File: src/rtl/spike_pair_buffer.sv
// Spike pair buffer: keeps short pre/post spike histories stamped with a
// free-running timestamp, pairs each new spike with the newest valid
// partner and presents the signed time difference on a ready/valid output.
module spike_pair_buffer #(
  parameter int TS_W   = 9,
  parameter int DEPTH  = 3,
  parameter int WINDOW = 20,
  parameter int NID_W  = 8
) (
  input  logic              clk_i,
  input  logic              rst_i,
  input  logic              kill_i,
  input  logic              tick_i,
  input  logic              pre_spike_i,
  input  logic              post_spike_i,
  input  logic [NID_W-1:0]  neuron_number_i,
  input  logic              delta_ready_i,
  output logic              delta_valid_o,
  output logic [TS_W:0]     delta_o,
  output logic [NID_W-1:0]  delta_nid_o,
  output logic [7:0]        drop_cnt_o,
  output logic [TS_W-1:0]   now_ts_o
);

  localparam logic [TS_W-1:0] WIN = TS_W'(WINDOW);

  // Age of an entry relative to the current timestamp, modulo 2^TS_W.
  function automatic logic [TS_W-1:0] age_f(input logic [TS_W-1:0] now, input logic [TS_W-1:0] ts);
    return now - ts;
  endfunction

  logic [TS_W-1:0]  now_q, now_d;
  logic [DEPTH-1:0] pre_v_q, pre_v_d, post_v_q, post_v_d;
  logic [TS_W-1:0]  pre_ts_q [DEPTH];
  logic [TS_W-1:0]  pre_ts_d [DEPTH];
  logic [TS_W-1:0]  post_ts_q [DEPTH];
  logic [TS_W-1:0]  post_ts_d [DEPTH];
  logic             valid_q, valid_d;
  logic [TS_W:0]    delta_q, delta_d;
  logic [NID_W-1:0] nid_q, nid_d;
  logic [7:0]       drop_q, drop_d;

  logic             pre_s, post_s;
  logic             pre_hit_s, post_hit_s;
  logic [TS_W-1:0]  pre_age_s, post_age_s;
  logic             pair_s;
  logic [TS_W:0]    pair_delta_s;
  logic [DEPTH-1:0] pre_aged_s, post_aged_s;

  // Spikes in a kill cycle are ignored entirely.
  assign pre_s  = pre_spike_i  & ~kill_i;
  assign post_s = post_spike_i & ~kill_i;

  // Find the newest valid entry of each history (lowest index wins) from pre-push contents.
  always_comb begin
    pre_hit_s  = 1'b0;
    pre_age_s  = '0;
    post_hit_s = 1'b0;
    post_age_s = '0;
    for (int i = DEPTH - 1; i >= 0; i--) begin
      if (pre_v_q[i]) begin
        pre_hit_s = 1'b1;
        pre_age_s = age_f(now_q, pre_ts_q[i]);
      end else begin
        pre_hit_s = pre_hit_s;
      end
      if (post_v_q[i]) begin
        post_hit_s = 1'b1;
        post_age_s = age_f(now_q, post_ts_q[i]);
      end else begin
        post_hit_s = post_hit_s;
      end
    end
  end

  // Pair selection: coincident spikes give zero, otherwise LTP (+age) or LTD (-age).
  always_comb begin
    pair_s       = 1'b0;
    pair_delta_s = '0;
    if (pre_s && post_s) begin
      pair_s       = 1'b1;
      pair_delta_s = '0;
    end else if (post_s && pre_hit_s) begin
      pair_s       = 1'b1;
      pair_delta_s = {1'b0, pre_age_s};
    end else if (pre_s && post_hit_s) begin
      pair_s       = 1'b1;
      pair_delta_s = (TS_W+1)'(0) - {1'b0, post_age_s};
    end else begin
      pair_s       = 1'b0;
    end
  end

  // History update: expire entries about to exceed the window, then shift-push new spikes.
  always_comb begin
    for (int i = 0; i < DEPTH; i++) begin
      pre_aged_s[i]  = pre_v_q[i]  & ~(tick_i & (age_f(now_q, pre_ts_q[i])  >= WIN));
      post_aged_s[i] = post_v_q[i] & ~(tick_i & (age_f(now_q, post_ts_q[i]) >= WIN));
      pre_ts_d[i]    = pre_ts_q[i];
      post_ts_d[i]   = post_ts_q[i];
    end
    pre_v_d  = pre_aged_s;
    post_v_d = post_aged_s;
    if (kill_i) begin
      pre_v_d  = '0;
      post_v_d = '0;
    end else begin
      if (pre_s) begin
        for (int i = DEPTH - 1; i >= 1; i--) begin
          pre_v_d[i]  = pre_aged_s[i-1];
          pre_ts_d[i] = pre_ts_q[i-1];
        end
        pre_v_d[0]  = 1'b1;
        pre_ts_d[0] = now_q;
      end else begin
        pre_v_d = pre_aged_s;
      end
      if (post_s) begin
        for (int i = DEPTH - 1; i >= 1; i--) begin
          post_v_d[i]  = post_aged_s[i-1];
          post_ts_d[i] = post_ts_q[i-1];
        end
        post_v_d[0]  = 1'b1;
        post_ts_d[0] = now_q;
      end else begin
        post_v_d = post_aged_s;
      end
    end
  end

  // Timestamp, output register handshake and saturating drop counter.
  always_comb begin
    now_d   = tick_i ? now_q + TS_W'(1) : now_q;
    valid_d = valid_q;
    delta_d = delta_q;
    nid_d   = nid_q;
    drop_d  = drop_q;
    if (kill_i) begin
      valid_d = 1'b0;
    end else if (pair_s && (!valid_q || delta_ready_i)) begin
      valid_d = 1'b1;
      delta_d = pair_delta_s;
      nid_d   = neuron_number_i;
    end else if (pair_s) begin
      drop_d  = (drop_q != 8'hFF) ? drop_q + 8'd1 : drop_q;
    end else if (valid_q && delta_ready_i) begin
      valid_d = 1'b0;
    end else begin
      valid_d = valid_q;
    end
  end

  // State registers with synchronous reset.
  always_ff @(posedge clk_i) begin
    if (rst_i) begin
      now_q    <= '0;
      pre_v_q  <= '0;
      post_v_q <= '0;
      for (int i = 0; i < DEPTH; i++) begin
        pre_ts_q[i]  <= '0;
        post_ts_q[i] <= '0;
      end
      valid_q  <= 1'b0;
      delta_q  <= '0;
      nid_q    <= '0;
      drop_q   <= 8'd0;
    end else begin
      now_q    <= now_d;
      pre_v_q  <= pre_v_d;
      post_v_q <= post_v_d;
      for (int i = 0; i < DEPTH; i++) begin
        pre_ts_q[i]  <= pre_ts_d[i];
        post_ts_q[i] <= post_ts_d[i];
      end
      valid_q  <= valid_d;
      delta_q  <= delta_d;
      nid_q    <= nid_d;
      drop_q   <= drop_d;
    end
  end

  assign delta_valid_o = valid_q;
  assign delta_o       = delta_q;
  assign delta_nid_o   = nid_q;
  assign drop_cnt_o    = drop_q;
  assign now_ts_o      = now_q;

endmodule

File: config.mk
export PLATFORM = sky130hd
export DESIGN_NAME = spike_pair_buffer
export DESIGN_NICKNAME = d
export VERILOG_FILES = /design/src/rtl/spike_pair_buffer.sv
export SDC_FILE = /design/constraint.sdc
export NUM_CORES = 1
export LEC_CHECK = 0
export CAP_MARGIN = 20
export CORE_MARGIN = 2
export CORE_UTILIZATION = 51
export CTS_CLUSTER_DIAMETER = 150
export CTS_CLUSTER_SIZE = 40
export DETAILED_ROUTE_END_ITERATION = 10
export PLACE_DENSITY_LB_ADDON = 0.1
export SLEW_MARGIN = 0
export SYNTH_ARGS = -nofsm -noshare
export SYNTH_HDL_FRONTEND = slang
export SYNTH_SLANG_ARGS = --single-unit
File: constraint.sdc
create_clock -name clk_i -period 3.6 [get_ports clk_i]
set_input_delay 0.36 -clock clk_i [delete_from_list [all_inputs] [get_ports clk_i]]
set_output_delay 0.36 -clock clk_i [all_outputs]
set_load 0.05 [all_outputs]
==> flow_metrics.py, run 1 <==
metrics = {
    "sta": {
        "fmax_mhz": 317,
        "max_slew_margin_pct": 39.7,
        "finalSetupTns_ps": 0,
        "grt_setup_unrepaired": "false",
        "period_needed_ps": 3160,
        "setup_viol": 0,
        "worstMarginPinSlew_ps": 896,
        "finalCritPeriodShare_pct": 87.7,
        "finalHoldViolCount": 0,
        "fin_skew_ps": 6.99,
        "whs_ps": 454,
        "final_max_slew_viol_count": 0,
    },
    "floorplanning": {
        "core_area_mm2": 0.0125,
        "start_util_pct": 51.7,
        "die_w_um": 116,
        "ioPinCount": 51,
        "die_h_um": 116,
        "rows": 41,
        "die_area_mm2": 0.0136,
    },
    "power": {
        "power.leakage_nw": 2.64,
        "power_density_mw_per_mm2": 329,
        "ir_drop_v": 0.000189,
    },
    "clock_network": {
        "clk_pin_slew_worst_paths_ps": 70,
        "ctsHoldBuffers": 0,
        "cts_sinks": 96,
        "clkLatencyLatePin_ps": 360,
        "cts_max_path_buffers": 2,
        "cts_root_buffer": "clkbuf_16",
        "htree_num_levels": 3,
        "cts_repair_resize_count": 0,
        "postCtsSetupRepairBufs": 0,
        "cts_made_buffers": 9,
        "cts_tree": "built",
    },
    "yosys": {
        "synth-main-ff-cell": "dfxtp_1",
        "netlist_instances": 841,
        "yosys_warnings": 0,
        "async_flop_share_pct": 0,
        "ys_ff_latch": 96,
        "avgSynthCellArea_um2": 7.67,
        "synth_cell_type_count": 74,
        "synth-seq-area-share_pct": 29.8,
        "synthesis.nets": 913,
        "syn-cell-area_mm2": 0.00645,
        "synth_edf_count": 0,
    },
    "worst_setup_path": {
        "cp-end-kind": "flip-flop",
        "critPathArrivalTime_ps": 3380,
        "rr_worst_depth": 12,
        "crit_fanout": 6,
        "cp.buffers_inverters": 2,
        "r2r_slack_ps": 440,
        "cp_data_required_time_ps": 3820,
        "crit_path_start": "now_ts_o[0]",
        "crit_path_cell_trace": "inv_1, ha_1, inv_1, fa_1, a21o_1, a21oi_1, xnor2_1, a221oi_1, o21ai_2, nor4_4, xnor2_1, o221ai_2",
        "startpoint_type": "flip-flop",
        "critPathKind": "flip-flop to flip-flop",
        "path_delay_family": "compound AO/OA/AOI/OAI gates",
        "crit_slowest_cell": "a221oi_1",
        "r2r-start": "now_ts_o[0]",
        "critical_path_depth": 12,
        "critPathMaxStageDelay_ps": 540,
    },
    "global_routing": {
        "overflow": 0,
        "first_global_vias": 5728,
        "grt_max_degree": 48,
        "grt_usage_pct": 26.3,
        "antenna_found_initial": 0,
        "grt_pass1_wl_um": 27800,
    },
    "min_path": {
        "whs_path_depth": 2,
        "hold_path_startpoint": "delta_o[3]",
        "min_path_type": "flip-flop to flip-flop",
    },
    "route": {
        "wirelength_um": 17100,
        "wl_per_cell_um": 16.2,
        "antenna_left": 0,
        "drc": 0,
        "vias": 5972,
        "drt_iter0_markers": 305,
        "dr.pass1.iters": 5,
        "drt-vias-per-instance": 5.64,
    },
    "layout": {
        "drive_above_1_share_pct": 5.76,
        "finalNetCount": 954,
        "antenna_cells": 0,
        "area_delta_synth_final_pct": 14.6,
        "n_fill_cell": 1191,
    },
    "place": {
        "hpwl_um": 13000,
        "place.gp.congestion": 0.911,
        "io_buffers": 50,
    },
    "job": {
        "maxCapViolCount": 0,
    },
    "outcome": {
        "outcome": "finished clean",
    },
}
==> worst register-to-register path: cells and delay by family (launching register included) <==
| family | cells | cell delay [ps] |
|---|---|---|
| compound gates | 5 | 1220 |
| xor+xnor | 2 | 290 |
| fa+ha+maj | 2 | 660 |
| buf+inv | 2 | 280 |
| flops | 1 | 310 |
| simple gates | 1 | 280 |
==> Yosys cell counts, drive strengths merged (3+ instances only) <==
library cell | n | area share, %
inv | 63 | 3.7
nor2 | 56 | 3.3
a211oi | 11 | 1.3
clkbuf | 24 | 1.7
nand3b | 6 | 0.70
and2 | 7 | 0.72
a21o | 8 | 0.93
or2 | 4 | 0.39
dfxtp | 96 | 30
a21oi | 101 | 7.9
a221oi | 3 | 0.41
xor2 | 34 | 4.6
a22oi | 4 | 0.47
nor3 | 10 | 0.78
o21a | 7 | 0.82
o2111ai | 8 | 1.1
fa | 6 | 1.9
xnor2 | 24 | 3.3
a31oi | 9 | 0.87
a32oi | 3 | 0.41
o31ai | 6 | 0.78
nor2b | 12 | 1.2
nand4 | 5 | 0.49
buf | 10 | 0.83
nand3 | 16 | 1.2
or3 | 4 | 0.39
o22ai | 4 | 0.39
nand2 | 163 | 9.5
a221o | 5 | 0.80
o211ai | 4 | 0.47
and3 | 6 | 0.58
a31o | 3 | 0.41
ha | 51 | 9.9
nand2b | 4 | 0.39
o21ai | 29 | 2.3
a211o | 3 | 0.41
==> metal layers <==
metal | vias up | wire, um | global-route usage [%]
li1 | 3005 | - | -
met1 | 2841 | 7590 | 32.4
met2 | 94 | 8650 | 46.7
met3 | 32 | 492 | 3.22
met4 | 0 | 401 | 10.4
met5 | - | 0 | 0
==> layout by cell type, fill, tap and decap left out, drive strengths merged, types with 4 or more instances in the layout <==
cell	n
a211oi	11
a21o	8
a21oi	101
a221o	5
a22oi	4
a31oi	9
and2	7
and3	6
buf	15
clkbuf	10
clkdlybuf4s50	49
dfxtp	96
fa	6
ha	51
inv	63
nand2	163
nand2b	4
nand3	16
nand3b	6
nand4	5
nor2	56
nor2b	12
nor3	10
o2111ai	8
o211ai	4
o21a	7
o21ai	29
o22ai	4
o31ai	6
or2	4
or3	4
xnor2	24
xor2	34
==> per-stage QoR <==
step | power, W | cells | worst slack [ps] | utilization, % | instance area [um^2]
finish | 0.00243 | 1058 | 442 | 59.3 | 7390
global route | 0.00255 | 1058 | 145 | 59.3 | 7390
CTS | 0.00246 | 1058 | 442 | 59.3 | 7390
detailed placement | 0.00150 | 1043 | 445 | 57.0 | 7100
global placement | 0.00149 | 1043 | 531 | 57.0 | 7100
floorplan | 0.00139 | 841 | 469 | - | 6450
==> kinds of logic after synthesis <==
group                    share of synthesized area [%]
AO/OA/AOI/OAI                                     22.6
XOR/XNOR                                          7.88
adder cells (fa/ha/maj)                           11.8
buffers and inverters                             6.21
flip-flops                                        29.8
multiplexers                                     0.485
AND/OR/NAND/NOR                                   21.2
==> registers in the layout, indices dropped and copies added (netlist names) <==
register,flops
post_v_q,3
drop_cnt_o,8
delta_nid_o,8
delta_valid_o,1
now_ts_o,9
delta_o,10
post_ts_q,27
pre_v_q,3
pre_ts_q,27
==> final cells by class <==
cell class / count / area (um^2) / share of cell area [%]
multi-input cells: 648 / 4130 / 55.9
flip-flops and latches: 96 / 1920 / 26.0
repair buffers: 64 / 601 / 8.13
inverters: 63 / 236 / 3.20
clock buffers: 10 / 229 / 3.10
well taps: 172 / 215 / 2.91
clock inverters: 5 / 58.8 / 0.796
==> path summary, 6_finish.rpt <==
kind | to
min reg2reg | delta_o[3]
max | delta_o[7]
min | delta_o[3]
max reg2reg | delta_o[7]
==> power breakdown <==
group          total [W]  switching [W]  internal [W]
logic           0.000388       0.000242      0.000146
clock network   0.000954       0.000419      0.000535
registers        0.00109      0.0000164       0.00108
total            0.00243       0.000678       0.00176
No activity file was read; power rests on OpenSTA's default activity.
==> run 2: changes to the inputs <==
Settings changed: CORE_MARGIN 2 to unset.
==> run 2 against run 1 <==
Total power grew 0.32%. Worst setup slack worse by 79 ps. Sequential power about the same. Clock skew about the same. Via count increased by 2.2%. Non-clock buffer count decreased by 1. Die area shrank 3.4%. Routed wire length is 4.9% higher. Critical path type unchanged. Largest power group unchanged.
==> flow_metrics.py, run 2 (same netlist as run 1, synthesis figures left out) <==
metrics = {
    "clock_network": {
        "postCtsSetupRepairBufs": 0,
        "clk_pin_slew_worst_paths_ps": 70,
        "clkLatencyLatePin_ps": 360,
        "cts_max_path_buffers": 2,
        "cts_tree": "built",
        "cts_made_buffers": 9,
        "cts_sinks": 96,
        "cts_root_buffer": "clkbuf_16",
        "cts_repair_resize_count": 0,
        "htree_num_levels": 3,
        "ctsHoldBuffers": 0,
    },
    "floorplanning": {
        "ioPinCount": 51,
        "die_h_um": 114,
        "start_util_pct": 53.0,
        "die_area_mm2": 0.0131,
        "core_area_mm2": 0.0122,
        "rows": 40,
        "die_w_um": 114,
    },
    "place": {
        "place.gp.congestion": 0.909,
        "hpwl_um": 13600,
        "io_buffers": 50,
        "pre_cts_slack_ps": 405,
    },
    "layout": {
        "area_delta_synth_final_pct": 14.4,
        "n_fill_cell": 1127,
        "final_cell_mix": "nand2_1 (162), a21oi_1 (100), dfxtp_1 (96), inv_1 (63), nor2_1 (56)",
        "finalNetCount": 953,
        "drive_above_1_share_pct": 5.87,
        "antenna_cells": 0,
        "layout_commonest_cell": "nand2_1",
    },
    "sta": {
        "fmax_mhz": 309,
        "fin_skew_ps": 7.42,
        "whs_ps": 456,
        "worstMarginPinSlew_ps": 864,
        "finalSetupTns_ps": 0,
        "period_needed_ps": 3240,
        "final_max_slew_viol_count": 0,
        "finalCritPeriodShare_pct": 89.9,
        "grt_setup_unrepaired": "false",
        "max_slew_margin_pct": 41.9,
        "finalWorstSetupSlack_ps": 364,
        "finalHoldViolCount": 0,
        "setup_viol": 0,
    },
    "power": {
        "p_switching_w": 0.000737,
        "power_density_mw_per_mm2": 331,
        "clockPowerShare_pct": 39.3,
        "intPower_w": 0.00170,
        "swShare_pct": 30.2,
        "pwr-share-seq_pct": 44.8,
        "combinationalPowerShare_pct": 15.9,
        "power.leakage_nw": 2.63,
        "ir_drop_v": 0.000303,
    },
    "worst_setup_path": {
        "critPathMaxStageDelay_ps": 510,
        "critPathArrivalTime_ps": 3490,
        "crit_path_cell_trace": "inv_1, ha_1, inv_1, fa_1, a21o_1, a21oi_1, xnor2_1, a221oi_1, o21ai_2, nor4_2, a211o_1, nand3_1",
        "critPathKind": "flip-flop to flip-flop",
        "startpoint_type": "flip-flop",
        "crit_slowest_cell": "a221oi_1",
        "crit_fanout": 6,
        "crit_top_cell": "inv_1",
        "cp-end-kind": "flip-flop",
        "cp_data_required_time_ps": 3850,
    },
    "route": {
        "wirelength_um": 18000,
        "dr.pass1.iters": 6,
        "drt-vias-per-instance": 5.79,
        "antenna_left": 0,
        "vias": 6106,
        "wl_per_cell_um": 17.1,
        "drc": 0,
        "drt_iter0_markers": 433,
    },
    "global_routing": {
        "overflow": 0,
        "antenna_found_initial": 0,
        "grt_pass1_wl_um": 29600,
        "first_global_vias": 6042,
        "grt_usage_pct": 29.4,
        "grt_max_degree": 58,
    },
    "outcome": {
        "outcome": "finished clean",
    },
    "job": {
        "maxCapViolCount": 0,
    },
    "min_path": {
        "min_path_type": "flip-flop to flip-flop",
    },
}
[run 2: worst paths after layout]
check	from	endpoint	slack [ps]	cells after the start
worst max-delay path	now_ts_o[0]	delta_o[8]	360	12
worst min-delay path	delta_nid_o[3]	delta_nid_o[3]	460	2
worst max register to register	now_ts_o[0]	delta_o[8]	360	12
worst min register to register	delta_nid_o[3]	delta_nid_o[3]	460	2
[run 2: layout make-up]
cell class | count | area, um^2 | share of cell area, %
sequential | 96 | 1920 | 26.1
timing repair buffer | 63 | 593 | 8.04
inverter | 63 | 236 | 3.21
multi-input combinational | 648 | 4130 | 56.0
clock inverter | 7 | 62.6 | 0.848
clock buffer | 9 | 225 | 3.05
tap | 168 | 210 | 2.85
[run 2: stage by stage]
stage	cell area [um^2]	std cells	power, W	utilization, %
finish	7380	1054	0.00244	60.7
global route	7380	1054	0.00255	60.7
CTS	7380	1054	0.00246	60.7
detailed placement	7090	1038	0.00150	58.3
global placement	7090	1038	0.00150	58.3
floorplan	6450	841	0.00139	-
[run 2: critical path: cells and delay by family, from the launching register on]
| kind | cells | cell delay [ps] |
|---|---|---|
| AO/OA/AOI/OAI | 5 | 1280 |
| XOR/XNOR | 1 | 110 |
| AND/OR/NAND/NOR | 2 | 430 |
| buffers and inverters | 2 | 310 |
| flip-flops | 1 | 310 |
| adder cells (fa/ha/maj) | 2 | 680 |
[run 2: routing by layer]
layer / share of wire (%) / global-route usage, % / routed length (um)
met5: 0 / 0 / 0
met4: 4.3 / 15.6 / 764
met3: 4.6 / 5.61 / 833
met2: 49 / 50.3 / 8810
met1: 42 / 34.8 / 7560
[run 2: power groups by stage]
stage,registers [W],clock network (W),logic [W]
finish,0.00109,0.000959,0.000389
global route,0.00110,0.00102,0.000426
CTS,0.00109,0.000980,0.000387
detailed placement,0.00112,0,0.000384
global placement,0.00112,0,0.000377
floorplan,0.00115,0,0.000244
